File: src/rtl/lc3_mem_pkg.sv
// Shared types and constants for the LC3 memory responder.
package lc3_mem_pkg;

  localparam int LC3_WORD_W = 16;

  typedef enum logic [1:0] {
    IDLE,
    ACCESS,
    DONE
  } state_t;

  typedef enum logic {
    PORT_INSTR,
    PORT_DATA
  } port_t;

endpackage

File: src/rtl/lc3_mem_responder_if.sv
// Request/response bus between the LC3 fetch/memaccess stages, the
// memory responder and the single-port SRAM.
interface lc3_mem_responder_if;
  import lc3_mem_pkg::*;

  logic                  instr_req;
  logic [LC3_WORD_W-1:0] instr_addr;
  logic [LC3_WORD_W-1:0] instr_dout;
  logic                  complete_instr;

  logic                  data_req;
  logic                  data_we;
  logic [LC3_WORD_W-1:0] data_addr;
  logic [LC3_WORD_W-1:0] data_din;
  logic [LC3_WORD_W-1:0] data_dout;
  logic                  complete_data;

  logic [LC3_WORD_W-1:0] sram_addr;
  logic                  sram_we;
  logic [LC3_WORD_W-1:0] sram_wdata;
  logic [LC3_WORD_W-1:0] sram_rdata;

  logic                  busy;

  // Responder side.
  modport slave (
    input  instr_req, instr_addr, data_req, data_we, data_addr, data_din, sram_rdata,
    output instr_dout, complete_instr, data_dout, complete_data,
           sram_addr, sram_we, sram_wdata, busy
  );

  // Requester / SRAM side.
  modport master (
    output instr_req, instr_addr, data_req, data_we, data_addr, data_din, sram_rdata,
    input  instr_dout, complete_instr, data_dout, complete_data,
           sram_addr, sram_we, sram_wdata, busy
  );

endinterface

File: src/rtl/lc3_mem_arbiter.sv
// Two-way round-robin arbiter: a lone requester wins; on a tie the port
// that was not granted last time wins.
module lc3_mem_arbiter
  import lc3_mem_pkg::*;
(
  input  logic  req_instr,
  input  logic  req_data,
  input  port_t last_grant,
  output port_t grant_id
);

  // Pick the winner among the current requesters.
  always_comb begin
    grant_id = PORT_INSTR;
    if (req_instr && req_data) begin
      grant_id = (last_grant == PORT_INSTR) ? PORT_DATA : PORT_INSTR;
    end else if (req_data) begin
      grant_id = PORT_DATA;
    end
  end

endmodule

File: src/rtl/lc3_mem_responder.sv
// Memory responder: arbitrates the fetch and data ports onto one
// wait-stated single-port SRAM and produces the complete_* handshakes.
module lc3_mem_responder
  import lc3_mem_pkg::*;
#(
  parameter int WAIT_STATES = 1,
  parameter int CNT_W       = 4
) (
  input logic                clock,
  input logic                reset,
  lc3_mem_responder_if.slave bus
);

  localparam logic [CNT_W-1:0] CNT_LOAD = CNT_W'(WAIT_STATES);
  localparam logic [CNT_W-1:0] CNT_ONE  = CNT_W'(1);
  localparam bit               NO_WAIT  = (WAIT_STATES == 0);

  state_t                state;
  logic [CNT_W-1:0]      cnt;
  port_t                 last_grant;
  port_t                 grant_q;
  port_t                 grant_id;
  logic                  we_pending;
  logic                  done_instr;
  logic                  done_data;
  logic                  busy_q;
  logic [LC3_WORD_W-1:0] sram_addr_q;
  logic                  sram_we_q;
  logic [LC3_WORD_W-1:0] sram_wdata_q;
  logic [LC3_WORD_W-1:0] instr_dout_q;
  logic [LC3_WORD_W-1:0] data_dout_q;
  logic                  grant_write;

  lc3_mem_arbiter u_arbiter (
    .req_instr  (bus.instr_req),
    .req_data   (bus.data_req),
    .last_grant (last_grant),
    .grant_id   (grant_id)
  );

  assign grant_write = (grant_id == PORT_DATA) && bus.data_we;

  // Access sequencer: grant in IDLE, count wait states in ACCESS, strobe
  // or capture in the final ACCESS cycle, then pulse done for one cycle.
  always_ff @(posedge clock or posedge reset) begin
    if (reset) begin
      state        <= IDLE;
      cnt          <= '0;
      last_grant   <= PORT_INSTR;
      grant_q      <= PORT_INSTR;
      we_pending   <= 1'b0;
      done_instr   <= 1'b0;
      done_data    <= 1'b0;
      busy_q       <= 1'b0;
      sram_addr_q  <= '0;
      sram_we_q    <= 1'b0;
      sram_wdata_q <= '0;
      instr_dout_q <= '0;
      data_dout_q  <= '0;
    end else begin
      case (state)
        IDLE: begin
          sram_we_q <= 1'b0;
          if (bus.instr_req || bus.data_req) begin
            grant_q    <= grant_id;
            last_grant <= grant_id;
            cnt        <= CNT_LOAD;
            we_pending <= grant_write;
            busy_q     <= 1'b1;
            state      <= ACCESS;
            // With no wait states the next cycle is already the final one.
            sram_we_q  <= grant_write && NO_WAIT;
            if (grant_id == PORT_DATA) begin
              sram_addr_q  <= bus.data_addr;
              sram_wdata_q <= bus.data_din;
            end else begin
              sram_addr_q  <= bus.instr_addr;
            end
          end
        end
        ACCESS: begin
          if (cnt != '0) begin
            cnt       <= cnt - CNT_ONE;
            // Raise the strobe so it lines up with the cycle where cnt==0.
            sram_we_q <= we_pending && (cnt == CNT_ONE);
          end else begin
            sram_we_q <= 1'b0;
            if (!we_pending) begin
              if (grant_q == PORT_DATA) data_dout_q  <= bus.sram_rdata;
              else                      instr_dout_q <= bus.sram_rdata;
            end
            done_instr <= (grant_q == PORT_INSTR);
            done_data  <= (grant_q == PORT_DATA);
            state      <= DONE;
          end
        end
        DONE: begin
          done_instr <= 1'b0;
          done_data  <= 1'b0;
          busy_q     <= 1'b0;
          state      <= IDLE;
        end
        default: begin
          state     <= IDLE;
          sram_we_q <= 1'b0;
          busy_q    <= 1'b0;
        end
      endcase
    end
  end

  assign bus.complete_instr = ~bus.instr_req | done_instr;
  assign bus.complete_data  = ~bus.data_req  | done_data;
  assign bus.instr_dout     = instr_dout_q;
  assign bus.data_dout      = data_dout_q;
  assign bus.sram_addr      = sram_addr_q;
  assign bus.sram_we        = sram_we_q;
  assign bus.sram_wdata     = sram_wdata_q;
  assign bus.busy           = busy_q;

endmodule

File: src/flat_wrapper.sv
// flat-port wrapper written by rule: the top's interface ports become plain ports
module lc3_mem_responder_flat import lc3_mem_pkg::*;
#(
  parameter int WAIT_STATES = 1,
  parameter int CNT_W       = 4
)
  (clock, reset, bus_instr_req, bus_instr_addr, bus_data_req, bus_data_we, bus_data_addr, bus_data_din, bus_sram_rdata, bus_instr_dout, bus_complete_instr, bus_data_dout, bus_complete_data, bus_sram_addr, bus_sram_we, bus_sram_wdata, bus_busy);
  lc3_mem_responder_if bus_i ();
  input logic clock;
  input logic reset;
  input wire logic [$bits(bus_i.instr_req)-1:0] bus_instr_req;
  input wire logic [$bits(bus_i.instr_addr)-1:0] bus_instr_addr;
  input wire logic [$bits(bus_i.data_req)-1:0] bus_data_req;
  input wire logic [$bits(bus_i.data_we)-1:0] bus_data_we;
  input wire logic [$bits(bus_i.data_addr)-1:0] bus_data_addr;
  input wire logic [$bits(bus_i.data_din)-1:0] bus_data_din;
  input wire logic [$bits(bus_i.sram_rdata)-1:0] bus_sram_rdata;
  output wire logic [$bits(bus_i.instr_dout)-1:0] bus_instr_dout;
  output wire logic [$bits(bus_i.complete_instr)-1:0] bus_complete_instr;
  output wire logic [$bits(bus_i.data_dout)-1:0] bus_data_dout;
  output wire logic [$bits(bus_i.complete_data)-1:0] bus_complete_data;
  output wire logic [$bits(bus_i.sram_addr)-1:0] bus_sram_addr;
  output wire logic [$bits(bus_i.sram_we)-1:0] bus_sram_we;
  output wire logic [$bits(bus_i.sram_wdata)-1:0] bus_sram_wdata;
  output wire logic [$bits(bus_i.busy)-1:0] bus_busy;
  assign bus_i.instr_req = bus_instr_req;
  assign bus_i.instr_addr = bus_instr_addr;
  assign bus_i.data_req = bus_data_req;
  assign bus_i.data_we = bus_data_we;
  assign bus_i.data_addr = bus_data_addr;
  assign bus_i.data_din = bus_data_din;
  assign bus_i.sram_rdata = bus_sram_rdata;
  assign bus_instr_dout = bus_i.instr_dout;
  assign bus_complete_instr = bus_i.complete_instr;
  assign bus_data_dout = bus_i.data_dout;
  assign bus_complete_data = bus_i.complete_data;
  assign bus_sram_addr = bus_i.sram_addr;
  assign bus_sram_we = bus_i.sram_we;
  assign bus_sram_wdata = bus_i.sram_wdata;
  assign bus_busy = bus_i.busy;
  lc3_mem_responder #(.WAIT_STATES(WAIT_STATES), .CNT_W(CNT_W)) u_core (.clock(clock), .reset(reset), .bus(bus_i));
endmodule
File: config.mk
export PLATFORM = sky130hd
export DESIGN_NAME = lc3_mem_responder_flat
export DESIGN_NICKNAME = d
export VERILOG_FILES = /design/src/rtl/lc3_mem_pkg.sv /design/src/rtl/lc3_mem_responder_if.sv /design/src/rtl/lc3_mem_arbiter.sv /design/src/rtl/lc3_mem_responder.sv /design/src/flat_wrapper.sv
export SDC_FILE = /design/constraint.sdc
export NUM_CORES = 1
export LEC_CHECK = 0
export ABC_CLOCK_PERIOD_IN_PS = 4370
export CAP_MARGIN = 25
export CORE_ASPECT_RATIO = 0.8
export CORE_UTILIZATION = 47
export CTS_BUF_LIST = sky130_fd_sc_hd__clkbuf_2 sky130_fd_sc_hd__clkbuf_4 sky130_fd_sc_hd__clkbuf_8
export DETAILED_ROUTE_END_ITERATION = 6
export PLACE_DENSITY = 0.89
export SETUP_SLACK_MARGIN = 0.02
export SYNTH_ARGS = -nofsm -noshare
export SYNTH_HDL_FRONTEND = slang
export SYNTH_SLANG_ARGS = --single-unit
File: constraint.sdc
create_clock -name clock -period 4.37 [get_ports clock]
set_clock_uncertainty 0.15 [all_clocks]
set_input_delay 0.437 -clock clock [delete_from_list [all_inputs] [get_ports clock]]
set_output_delay 0.437 -clock clock [all_outputs]
set_load 0.01 [all_outputs]
==> metrics.txt <==
wire length per cell 16.6 um; leading cell type in the layout, fill and taps excluded clkdlybuf4s50_1; DR iter-0 viols 64; clk root buf clkbuf_8; Switch Pwr approximately 1.1 mW; CP Capture Type flop; I/O Pins between 100 and 150; sequential area share after synthesis between 50% and 60%; GPL Wtd Cong a little over 0.8; Leak Pwr between 2 and 2.5 nW; top_reg_cell synth dfrtp_1; chip height between 70 and 80 um; final hold vios 0; die width 94.9 um; Ys Warns 0; # Post-CTS Setup Buffers 0; Cell Int Power ~2.5 mW; Worst slew margin 40.4%; sequential group share of total power a little over a third; initial antenna violation count 0; DRC violations left 0; CP Launch Point u_core.cnt[0]; Post-synth EDFFs 0; FFs w/ async S/R, synth between 90% and 100%; die footprint ~7200 um^2; Setup CP Type reg2reg; worst reg2reg path endpoint u_core.bus.data_dout[2]; diode count 0; Tot GR Track Use about 23%; Clock power frac about a fifth; area grow syn2layout 51.5%; most frequent cells in the layout 136 x clkdlybuf4s50_1, 76 x dfrtp_1, 37 x o21ai_0; hold crit path type reg2reg; vias ~2400; Max Buffers Root-to-Sink 2; ANT nets after route 0; remaining global-route overflow 0; Crit Path Max Fanout 16; DP Wirelength roughly 5.5 mm; power per cell area 729 nW/um^2; first-pass GRT wire length ~12 mm; CTS tree done; reg2reg setup slack 1.67 ns; Hold EP u_core.bus.sram_wdata[14]; Max Transition Viols Final 0; Initial Util between 40% and 50%; Crit path required time approximately 4.5 ns; Avg Vias per Cell 5.20; Syn Nets between 300 and 400; IO buf count approximately 140; cts bufs inserted 9; largest net degree at the start of global routing between 40 and 50; setup violators final 0; Slew @ Worst Pin 0.894 ns; fraction of layout instances using a drive strength above 1 roughly a fifth; final wirelength between 7 and 8 mm; Post-layout nets around 450; CTS H-tree lvls 3; Reg clk slew, reported paths about 0.08 ns; flops & latches, synth 76; Mapped Area around 3200 um^2; Gate Count Post-Synth 234; Setup TNS Final 0 ns; Arr. time, crit path between 2 and 3 ns; f_max 371 MHz; TritonCTS Sinks 76; # resized after CTS 0; drt first pass iters 4; library cells used by synthesis 30; Sw Ratio a little under a third; min Tclk post-route 2.70 ns; HP Start u_core.bus.sram_wdata[14]; CP Launch Type flop; hold depth 1; combinational power share between 40 and 50%; vias in the first global route roughly 2500; Post-Place Setup Slack about 1.7 ns; hold_buf cts 0; core area approximately 6500 um^2; Rows 26; Clock Latency Late Sink roughly 0.34 ns; fin crit share around 62%; RSZ-0062 raised after global routing false; Max Cap Violations 0; status finished clean; launching point of the worst reg2reg path u_core.cnt[0]; IR drop worst, VDD about 0.00035 V; fin worst setup slack between 1.5 and 2 ns; syn_area_per_cell approximately 14 um^2; R2R depth 5
area by class of cell:
class,instances,area [um^2]
flip-flops and latches,76,1900
fillers,426,1620
repair buffers,140,1390
multi-input cells,138,1220
clock inverters,6,136
clock buffers,10,131
well taps,84,105
inverters,8,30.0
cells by family (layout without fill, tap and decap cells):
| family | after synthesis | after routing | share of synthesized area [%] |
|---|---|---|---|
| muxes | 66 | 66 | 24.6 |
| adders and majority gates | 3 | 3 | 1.16 |
| DFF | 76 | 76 | 58.6 |
| buffers and inverters | 20 | 164 | 3.90 |
| AOI/OAI and AO/OA | 49 | 49 | 8.33 |
| and+or+nand+nor | 20 | 20 | 3.39 |
critical path, stage by stage (launching register included):
cell and delay, ns:
dfrtp_1 0.41, inv_1 0.12, ha_1 0.16, or3b_1 0.44, or4_1 0.86, mux2_4 0.45
through the flow:
step | hold slack [ns] | util (%) | power [mW] | area [um^2] | std cells
6_report | 0.359 | 75.2 | 3.59 | 4920 | 462
5_1_grt | 0.376 | 75.2 | 3.79 | 4920 | 462
4_1_cts | 0.362 | 75.1 | 3.61 | 4910 | 461
3_5_place_dp | 0.345 | 71.0 | 2.89 | 4640 | 445
3_3_place_gp | 0.338 | 71.0 | 2.82 | 4640 | 445
2_1_floorplan | 0.328 | - | 2.05 | 3240 | 234
layer usage:
| layer | GRT usage, % | share of wire (%) | routed length, um | vias up |
|---|---|---|---|---|
| li1 | - | - | - | 1110 |
| met1 | 27.7 | 41 | 3180 | 1180 |
| met2 | 37.2 | 49 | 3800 | 97 |
| met3 | 8.68 | 7.5 | 578 | 15 |
| met4 | 6.21 | 1.7 | 130 | 0 |
| met5 | 0 | 0 | 0 | - |
worst max path at each step:
stage	end	slack (ns)	depth (start not counted)
after CTS	u_core.bus.data_dout[1]	1.67	5
after detailed placement	u_core.bus.data_dout[1]	1.68	5
after global placement	u_core.bus.data_dout[3]	1.72	5
after global routing	u_core.bus.instr_dout[6]	1.58	5
after floorplan	u_core.bus.busy	1.84	1
final	u_core.bus.data_dout[2]	1.67	5
synth_stat cells, types with 2 or more instances:
| master | n | area [um^2] |
|---|---|---|
| dfrtp_1 | 76 | 1900 |
| o21ai_0 | 37 | 185 |
| mux2_2 | 30 | 338 |
| mux2_4 | 20 | 300 |
| mux2i_1 | 16 | 160 |
| inv_1 | 8 | 30.0 |
| clkbuf_1 | 5 | 18.8 |
| nand2_1 | 4 | 15.0 |
| nand2b_1 | 4 | 25.0 |
| nor2_1 | 4 | 15.0 |
| buf_2 | 3 | 15.0 |
| ha_1 | 3 | 37.5 |
| o211ai_1 | 3 | 22.5 |
| buf_12 | 2 | 40.0 |
| buf_6 | 2 | 22.5 |
| o22ai_1 | 2 | 12.5 |
| or4_1 | 2 | 15.0 |
power groups by stage:
stage / Clock [mW] / Combinational [mW] / Sequential (mW)
after CTS: 0.716 / 1.62 / 1.27
final: 0.703 / 1.61 / 1.27
after global routing: 0.744 / 1.73 / 1.32
after floorplan: 0 / 0.667 / 1.39
after detailed placement: 0 / 1.61 / 1.28
after global placement: 0 / 1.56 / 1.26
registers in the layout, indices dropped and copies added, names as in the netlist:
register and flops:
u_core.last_grant 1, u_core.bus.sram_addr 16, u_core.bus.sram_wdata 16, u_core.bus.busy 1, u_core.bus.data_dout 16, u_core.we_pending 1
u_core.done_instr 1, u_core.cnt 4, u_core.bus.sram_we 1, u_core.bus.instr_dout 16, u_core.state 2, u_core.done_data 1
Note: power is estimated with default switching activity, not from simulation.
